### src/rtl/al_accel_act_func_unit.sv
// Registered activation-function unit: ReLU, ReLU6, PWL sigmoid and PWL tanh
// on one signed fixed-point sample per enabled clock.
module al_accel_act_func_unit #(
  parameter int unsigned DATA_W = 8,
  parameter int unsigned FRAC_W = 4
) (
  input  logic              clk,
  input  logic              reset,
  input  logic              enb,
  input  logic [DATA_W-1:0] act_func_di,
  input  logic [2:0]        act_func_typ,
  output logic [DATA_W-1:0] act_func_do
);

  // Internal width is wide enough for 2*|x| with four extra fractional bits,
  // so the most-negative input never wraps. FRAC_W must be at least 1.
  localparam int unsigned IW = DATA_W + 8;
  localparam int unsigned IF = FRAC_W + 4;

  localparam logic [2:0] TYP_RELU    = 3'd0;
  localparam logic [2:0] TYP_RELU6   = 3'd1;
  localparam logic [2:0] TYP_SIGMOID = 3'd2;
  localparam logic [2:0] TYP_TANH    = 3'd3;

  // Constants at the internal precision (IF fractional bits)
  localparam logic signed [IW-1:0] ONE_I     = IW'(1 << IF);
  localparam logic signed [IW-1:0] SIG_A5    = IW'(5 << IF);
  localparam logic signed [IW-1:0] SIG_A2375 = IW'(19 << (IF - 3));
  localparam logic signed [IW-1:0] SIG_C1    = IW'(27 << (IF - 5));
  localparam logic signed [IW-1:0] SIG_C2    = IW'(5 << (IF - 3));
  localparam logic signed [IW-1:0] SIG_C3    = IW'(1 << (IF - 1));
  localparam logic signed [IW-1:0] RND_I     = IW'(8);

  // Constants at the output precision (FRAC_W fractional bits)
  localparam logic signed [IW-1:0] ONE_O   = IW'(1 << FRAC_W);
  localparam logic signed [IW-1:0] MAX_O   = IW'((1 << (DATA_W - 1)) - 1);
  localparam logic signed [IW-1:0] MIN_O   = IW'(-(1 << (DATA_W - 1)));
  localparam logic signed [IW-1:0] SIX_RAW = IW'(6 << FRAC_W);
  localparam logic signed [IW-1:0] SIX_O   = (SIX_RAW > MAX_O) ? MAX_O : SIX_RAW;

  // Piecewise-linear sigmoid on an IF-fraction argument, shift-only slopes
  function automatic logic signed [IW-1:0] sig_pwl(input logic signed [IW-1:0] v);
    logic signed [IW-1:0] a;
    logic signed [IW-1:0] y;
    a = (v < 0) ? -v : v;
    if (a >= SIG_A5)         y = ONE_I;
    else if (a >= SIG_A2375) y = (a >>> 5) + SIG_C1;
    else if (a >= ONE_I)     y = (a >>> 3) + SIG_C2;
    else                     y = (a >>> 2) + SIG_C3;
    return (v < 0) ? (ONE_I - y) : y;
  endfunction

  // Round half-up back to FRAC_W fractional bits, clamp to [-1,1] and to range
  function automatic logic signed [IW-1:0] round_clamp(input logic signed [IW-1:0] v);
    logic signed [IW-1:0] r;
    r = (v + RND_I) >>> 4;
    if (r > ONE_O)  r = ONE_O;
    if (r < -ONE_O) r = -ONE_O;
    if (r > MAX_O)  r = MAX_O;
    if (r < MIN_O)  r = MIN_O;
    return r;
  endfunction

  logic signed [IW-1:0] x_w;
  logic signed [IW-1:0] res_c;

  assign x_w = IW'($signed(act_func_di));

  // Combinational function select
  always_comb begin
    res_c = '0;
    case (act_func_typ)
      TYP_RELU: begin
        res_c = (x_w < 0) ? '0 : x_w;
      end
      TYP_RELU6: begin
        if (x_w < 0)          res_c = '0;
        else if (x_w > SIX_O) res_c = SIX_O;
        else                  res_c = x_w;
      end
      TYP_SIGMOID: begin
        res_c = round_clamp(sig_pwl(x_w <<< 4));
      end
      TYP_TANH: begin
        res_c = round_clamp((sig_pwl(x_w <<< 5) <<< 1) - ONE_I);
      end
      default: begin
        res_c = '0;
      end
    endcase
  end

  // Output register: reset wins over enable, holds when enb is low
  always_ff @(posedge clk) begin
    if (reset) begin
      act_func_do <= '0;
    end else if (enb) begin
      act_func_do <= DATA_W'(res_c);
    end
  end

endmodule

### config.mk
export PLATFORM = sky130hd
export DESIGN_NAME = al_accel_act_func_unit
export DESIGN_NICKNAME = d
export VERILOG_FILES = /design/src/rtl/al_accel_act_func_unit.sv
export SDC_FILE = /design/constraint.sdc
export NUM_CORES = 1
export LEC_CHECK = 0
export CAP_MARGIN = 20
export CORE_UTILIZATION = 55
export CTS_CLUSTER_DIAMETER = 200
export DETAILED_ROUTE_END_ITERATION = 10
export PLACE_DENSITY = 0.76
export SKIP_LAST_GASP = 1
export SLEW_MARGIN = 0
export SYNTH_ARGS = -nofsm -noshare
export SYNTH_HDL_FRONTEND = slang
export SYNTH_SLANG_ARGS = --single-unit
### constraint.sdc
create_clock -name clk -period 10 [get_ports clk]
set_input_delay 1.5 -clock clk [delete_from_list [all_inputs] [get_ports clk]]
set_output_delay 1.5 -clock clk [all_outputs]
set_load 0.01 [all_outputs]
=== Word level (Yosys, flattened, before mapping) ===
Index checks and enable logic that the tools add are counted.

* Register bits: 8
* Input bits: 14
* Word-level logic and storage cells: 66

* $add $sub $neg: 13
* Magnitude comparators: 18
* Equality and inequality tests: 3
* Multiplexer cells: 30
* Reduce and logical (&&, ||, !) cells: 1

{| class="wikitable"
|+ Operators by type and width
! kind !! number
|-
| 2-to-1 mux 16 bit || 19
|-
| 2-to-1 mux 15 bit || 5
|-
| 2-to-1 mux 8 bit || 5
|-
| adder 16 x 5 -> 16 bit, second input constant || 2
|-
| >= comparator 16 x 10 -> 1 bit, second input constant || 2
|-
| >= comparator 16 x 11 -> 1 bit, second input constant || 2
|-
| >= comparator 16 x 12 -> 1 bit, second input constant || 2
|-
| greater-than comparator 16 x 8 -> 1 bit, second input constant || 2
|-
| less-than comparator 16 x 5 -> 1 bit, second input constant || 2
|-
| less-than comparator 16 x 8 -> 1 bit, second input constant || 2
|-
| case mux 8 bit (4 select lines) || 1
|-
| adder 14 x 9 -> 15 bit, second input constant || 2
|-
| adder 13 x 9 -> 14 bit, second input constant || 2
|-
| adder 11 x 9 -> 12 bit, second input constant || 2
|-
| greater-than comparator 12 x 6 -> 1 bit, second input constant || 2
|-
| negation 12 -> 16 bit || 1
|-
| negation 13 -> 16 bit || 1
|-
| subtractor 10 x 16 -> 16 bit, first input constant || 1
|-
| subtractor 16 x 10 -> 16 bit, second input constant || 1
|-
| subtractor 10 x 15 -> 15 bit, first input constant || 1
|-
| less-than comparator 13 x 1 -> 1 bit, second input constant || 1
|-
| less-than comparator 12 x 1 -> 1 bit, second input constant || 1
|-
| greater-than comparator 8 bit, second input constant || 1
|-
| less-than comparator 8 x 1 -> 1 bit, second input constant || 1
|-
| 3 further kinds || 4
|}

=== Longest topological paths before layout ===
* Depth after elaboration: 23
* Gate-level depth with buffers: 29
* Depth with buffers taken out: 26

=== Worst setup path after synthesis ===
OpenSTA, ideal clock, no wires.

* Path type: input to register
* Start point: in act_func_di[0]
* End point: reg act_func_do[3]
* Setup time: 0.087 ns
* Arrival: 6.475 ns
* Slack: 3.438 ns
* Stages: 29
* Buffers on the path: 5
* Cells stage by stage: buf_2 -> inv_1 -> ha_1 -> nor3b_1 -> o211ai_1 -> buf_2 -> inv_1 -> ha_1 -> inv_1 -> a31o_2 -> a2bb2oi_1 -> nand2b_1 -> buf_4 -> a211oi_4 -> nand2_1 -> xnor2_1 -> ha_1 -> and2_1 -> nand2_1 -> o32ai_2 -> a21o_1 -> buf_6 -> nand4b_1 -> ha_1 -> clkbuf_1 -> nand2_1 -> o211a_1 -> a311o_1 -> o31ai_1

* Cells in the longest elaborated chain, start to end: 23
* Elaborated cells on any way between the ends: 61

{| class="wikitable"
|+ RTL lines
! item !! line !! RTL
|-
| start: declaration || 10 || <nowiki>input logic [DATA_W-1:0] act_func_di,</nowiki>
|-
| negation 13 -> 16 bit or less-than comparator 13 x 1 -> 1 bit (tied branches) || 45, 50 ||
|-
| 2-to-1 mux 16 bit || 45 || <nowiki>a = (v < 0) ? -v : v;</nowiki>
|-
| adder 14 x 9 -> 15 bit (tied with other cells) || 49 || <nowiki>else y = (a >>> 2) + SIG_C3;</nowiki>
|-
| 2-to-1 mux 15 bit || 48 || <nowiki>else if (a >= ONE_I) y = (a >>> 3) + SIG_C2;</nowiki>
|-
| 2-to-1 mux 15 bit || 47 || <nowiki>else if (a >= SIG_A2375) y = (a >>> 5) + SIG_C1;</nowiki>
|-
| 2-to-1 mux 15 bit || 46 || <nowiki>if (a >= SIG_A5) y = ONE_I;</nowiki>
|-
| 2-to-1 mux 15 bit || 72 || <nowiki>case (act_func_typ)</nowiki>
|-
| subtractor 10 x 15 -> 15 bit || 50 || <nowiki>return (v < 0) ? (ONE_I - y) : y;</nowiki>
|-
| [... 7 more ...] || n/a ||
|-
| 2-to-1 mux 16 bit || 58 || <nowiki>if (r < -ONE_O) r = -ONE_O;</nowiki>
|-
| 2-to-1 mux 16 bit || 72 ||
|-
| greater-than comparator 16 x 8 -> 1 bit || 59 || <nowiki>if (r > MAX_O) r = MAX_O;</nowiki>
|-
| 2-to-1 mux 16 bit || 59 ||
|-
| 2-to-1 mux 16 bit || 72 ||
|-
| less-than comparator 16 x 8 -> 1 bit || 60 || <nowiki>if (r < MIN_O) r = MIN_O;</nowiki>
|-
| 2-to-1 mux 8 bit || 60 ||
|-
| case mux 8 bit (4 select lines) (*) || 72 ||
|-
| end signal: assignment || 98 || <nowiki>act_func_do <= DATA_W'(res_c);</nowiki>
|-
| end: declaration || 12 || <nowiki>output logic [DATA_W-1:0] act_func_do</nowiki>
|}

Mark *: on every way between the ends. The rest lies on a longest branch, timed or not. The select of a mux whose other input is x is not followed.
A chain may end at the register's enable or synchronous reset.

=== Final worst setup path ===
Same ends and word-level chain as after synthesis.

==> results.md <==
* Num Clock Sinks at 8
* CTS tree: done
* P_leak at approximately 1.0 nW
* Yosys warns at 0
* Remaining Overflow, GRT at 0
* First drt pass iteration count at 5
* # H-tree levels at 1
* Total routed wirelength at 8.02 mm
* EDFF count, synth at 0
* Fin util at 62.1%
* Placed Cells at 439
* Critical Path End Type: register
* Filler cells at 460
* Unique masters post-synth at 87
* GRT met1 Usage at 45.4%
* Syn nets at between 300 and 400
* Slew Limit Headroom at 48.5%
* Starting Density at 57.2%
* I/O Buffers at 21
* Req. time, crit path at between 10 and 15 ns
* Crit path launch type: input pin
* Finished Layout Cells at approximately 440
* Final Cycle Share at 78.5%
* Worst skew pair latency at 0.23 ns
* Crit-path max cell delay at 0.79 ns
* Asr flop ratio synth at 0%
* Drt wl/cell at 18.1 um
* RSZ-0062 raised after global routing: no
* F_max at between 100 and 150 MHz
* Core Rows at 25
* Layout area overhead at 8.65%
* DRT iter0 DRCs at 366
* Nets at 402
* Slowest CP cell: clkdlybuf4s50_1
* Setup Crit Path Kind: input pin to register
* Vias at 3032
* Final setup fails at 0
* Core Box Area at 4750 um^2
* DP Area at 2910 um^2
* GRT Resource Usage Total at 31.7%
* Most Used Layer, Global Route: met2
* # diodes at 0
* Avg Inst Size Synth at 7.35 um^2
* Vias in the first global route at 2696
* Most used cell, CP: ha_1
* CTS buffer count at 3
* Die X at 72.3 um
* Routed vias/inst at 6.86
* Final worst path period need at approximately 7.9 ns
* Global routing usage on met2 at 50.6%
* Largest net degree at the start of global routing at 48
* Crit-path max FO at 14
* Setup TNS at 0 ns
* Dpl ws at 2.01 ns
* Final WS setup at between 2 and 2.5 ns
* Final Hold Fails at 0
* Main flop type after synthesis: dfxtp_1
* Largest register FFs at 8
* Placer Congestion at 0.921
* Worst Hold Class: register to register
* Clk_skew at 0 ns
* Hold bufs inserted after CTS at 0
* Peak supply drop at 0.0000510 V
* MaxCap Viol Count at 0
* Status: complete, no violations
* Most flop-heavy register: act_func_do
* Die span in y at 72.3 um
* Global-route wire length before repair at 13.3 mm
* Clk root buf: clkbuf_8
* Power Density at 98.7 nW/um^2
* WP data arrival at 7.99 ns
* Flops & latches, synth at 8
* Clk pin slew, worst setup/hold paths at 0.04 ns
* Sequential share of the synthesized area at 5.89%
* Largest registers: act_func_do (8)
* IO Pins at 22
* Clock Path Buffers at 2
* DIE AREA at 5230 um^2
* Final hold slack at 0.469 ns
* Slew Viols, Final at 0
* Synthesized area at 2720 um^2
* Multi-input gate area at 2390 um^2
* Register area at ~160 um^2
* Slew @ Worst Pin at approximately 0.77 ns
* Detailed Place HPWL at 6.07 mm
* Post-route cell area at 2950 um^2
* Cells after Synth at between 300 and 400
* Met3 Use GR at about 4.3%
* DRT antenna net count at 0
* Final total power at 292 uW
* CTS resizes at 0
* Initial antenna violation count at 0
* Fraction of final layout cells sized beyond drive strength 1 at 13.3%
* DRC violation count after routing at 0
* Postcts setup bufs at 0
-- final cells by class --
cell class | instances | share of cell area [%]
multi-input combinational | 327 | 80.9
timing repair buffer | 23 | 7.62
sequential | 8 | 5.42
tap | 67 | 2.84
inverter | 14 | 1.78
clock buffer | 3 | 1.40
-- Yosys cell counts, types with 8 or more instances --
master	number	share of area [%]
dfxtp_1	8	5.9
inv_1	11	1.5
nor3_1	11	2.0
nor2_1	35	4.8
a21oi_1	19	3.5
nand2_1	27	3.7
buf_2	8	1.5
o21ai_0	17	3.1
ha_1	11	5.1
xnor2_1	14	4.5
nand2b_1	9	2.1
clkbuf_1	8	1.1
nand3_1	10	1.8
-- routing by layer --
metal	share of wire [%]	routed length, um
met5	0	0
met4	1.6	127
met3	6.9	552
met2	45	3640
met1	46	3700
-- layout by cell type (no fill, tap or decap), types with 10 or more instances in the layout --
| master | count |
|---|---|
| nor2_1 | 35 |
| nand3_1 | 10 |
| o21ai_0 | 17 |
| nor3_1 | 11 |
| a21oi_1 | 19 |
| ha_1 | 11 |
| clkdlybuf4s50_1 | 21 |
| inv_1 | 11 |
| xnor2_1 | 14 |
| nand2_1 | 27 |
-- kinds of logic (layout without fill, tap and decap cells) --
logic type,after synthesis,in the layout,synth area share (%)
buffers and inverters,35,40,6.17
and+or+nand+nor,150,150,31.6
muxes,12,12,5.06
DFF,8,8,5.89
xor gates and xnor gates,23,23,8.24
AOI/OAI and AO/OA,131,131,38.0
adders and majority gates,11,11,5.06
-- power by group --
group | switching [mW] | total (mW) | internal (mW)
Clock | 0.0134 | 0.0395 | 0.0261
Combinational | 0.134 | 0.217 | 0.0830
Sequential | 0.00105 | 0.0347 | 0.0337
Total | 0.149 | 0.292 | 0.143
-- worst max-delay path, delay by kind of cell --
| kind | cells | cell delay, ns |
|---|---|---|
| buffers and inverters | 4 | 1.43 |
| adder cells (fa/ha/maj) | 4 | 1.13 |
| XOR/XNOR | 1 | 0.18 |
| AND/OR/NAND/NOR | 7 | 1.21 |
| AO/OA/AOI/OAI | 9 | 2.51 |
-- worst paths after layout --
check                           slack [ns]  cells after the start                           to                        start
worst max-delay path                  2.15                     25  act_func_do[3]$_SDFFE_PP0P_               act_func_di[0]
worst min-delay path                  0.47                      2  act_func_do[7]$_SDFFE_PP0P_  act_func_do[7]$_SDFFE_PP0P_
worst max register to register        8.81                      3  act_func_do[5]$_SDFFE_PP0P_  act_func_do[5]$_SDFFE_PP0P_
worst min register to register        0.47                      2  act_func_do[7]$_SDFFE_PP0P_  act_func_do[7]$_SDFFE_PP0P_
No activity file was read; power rests on OpenSTA's default activity.
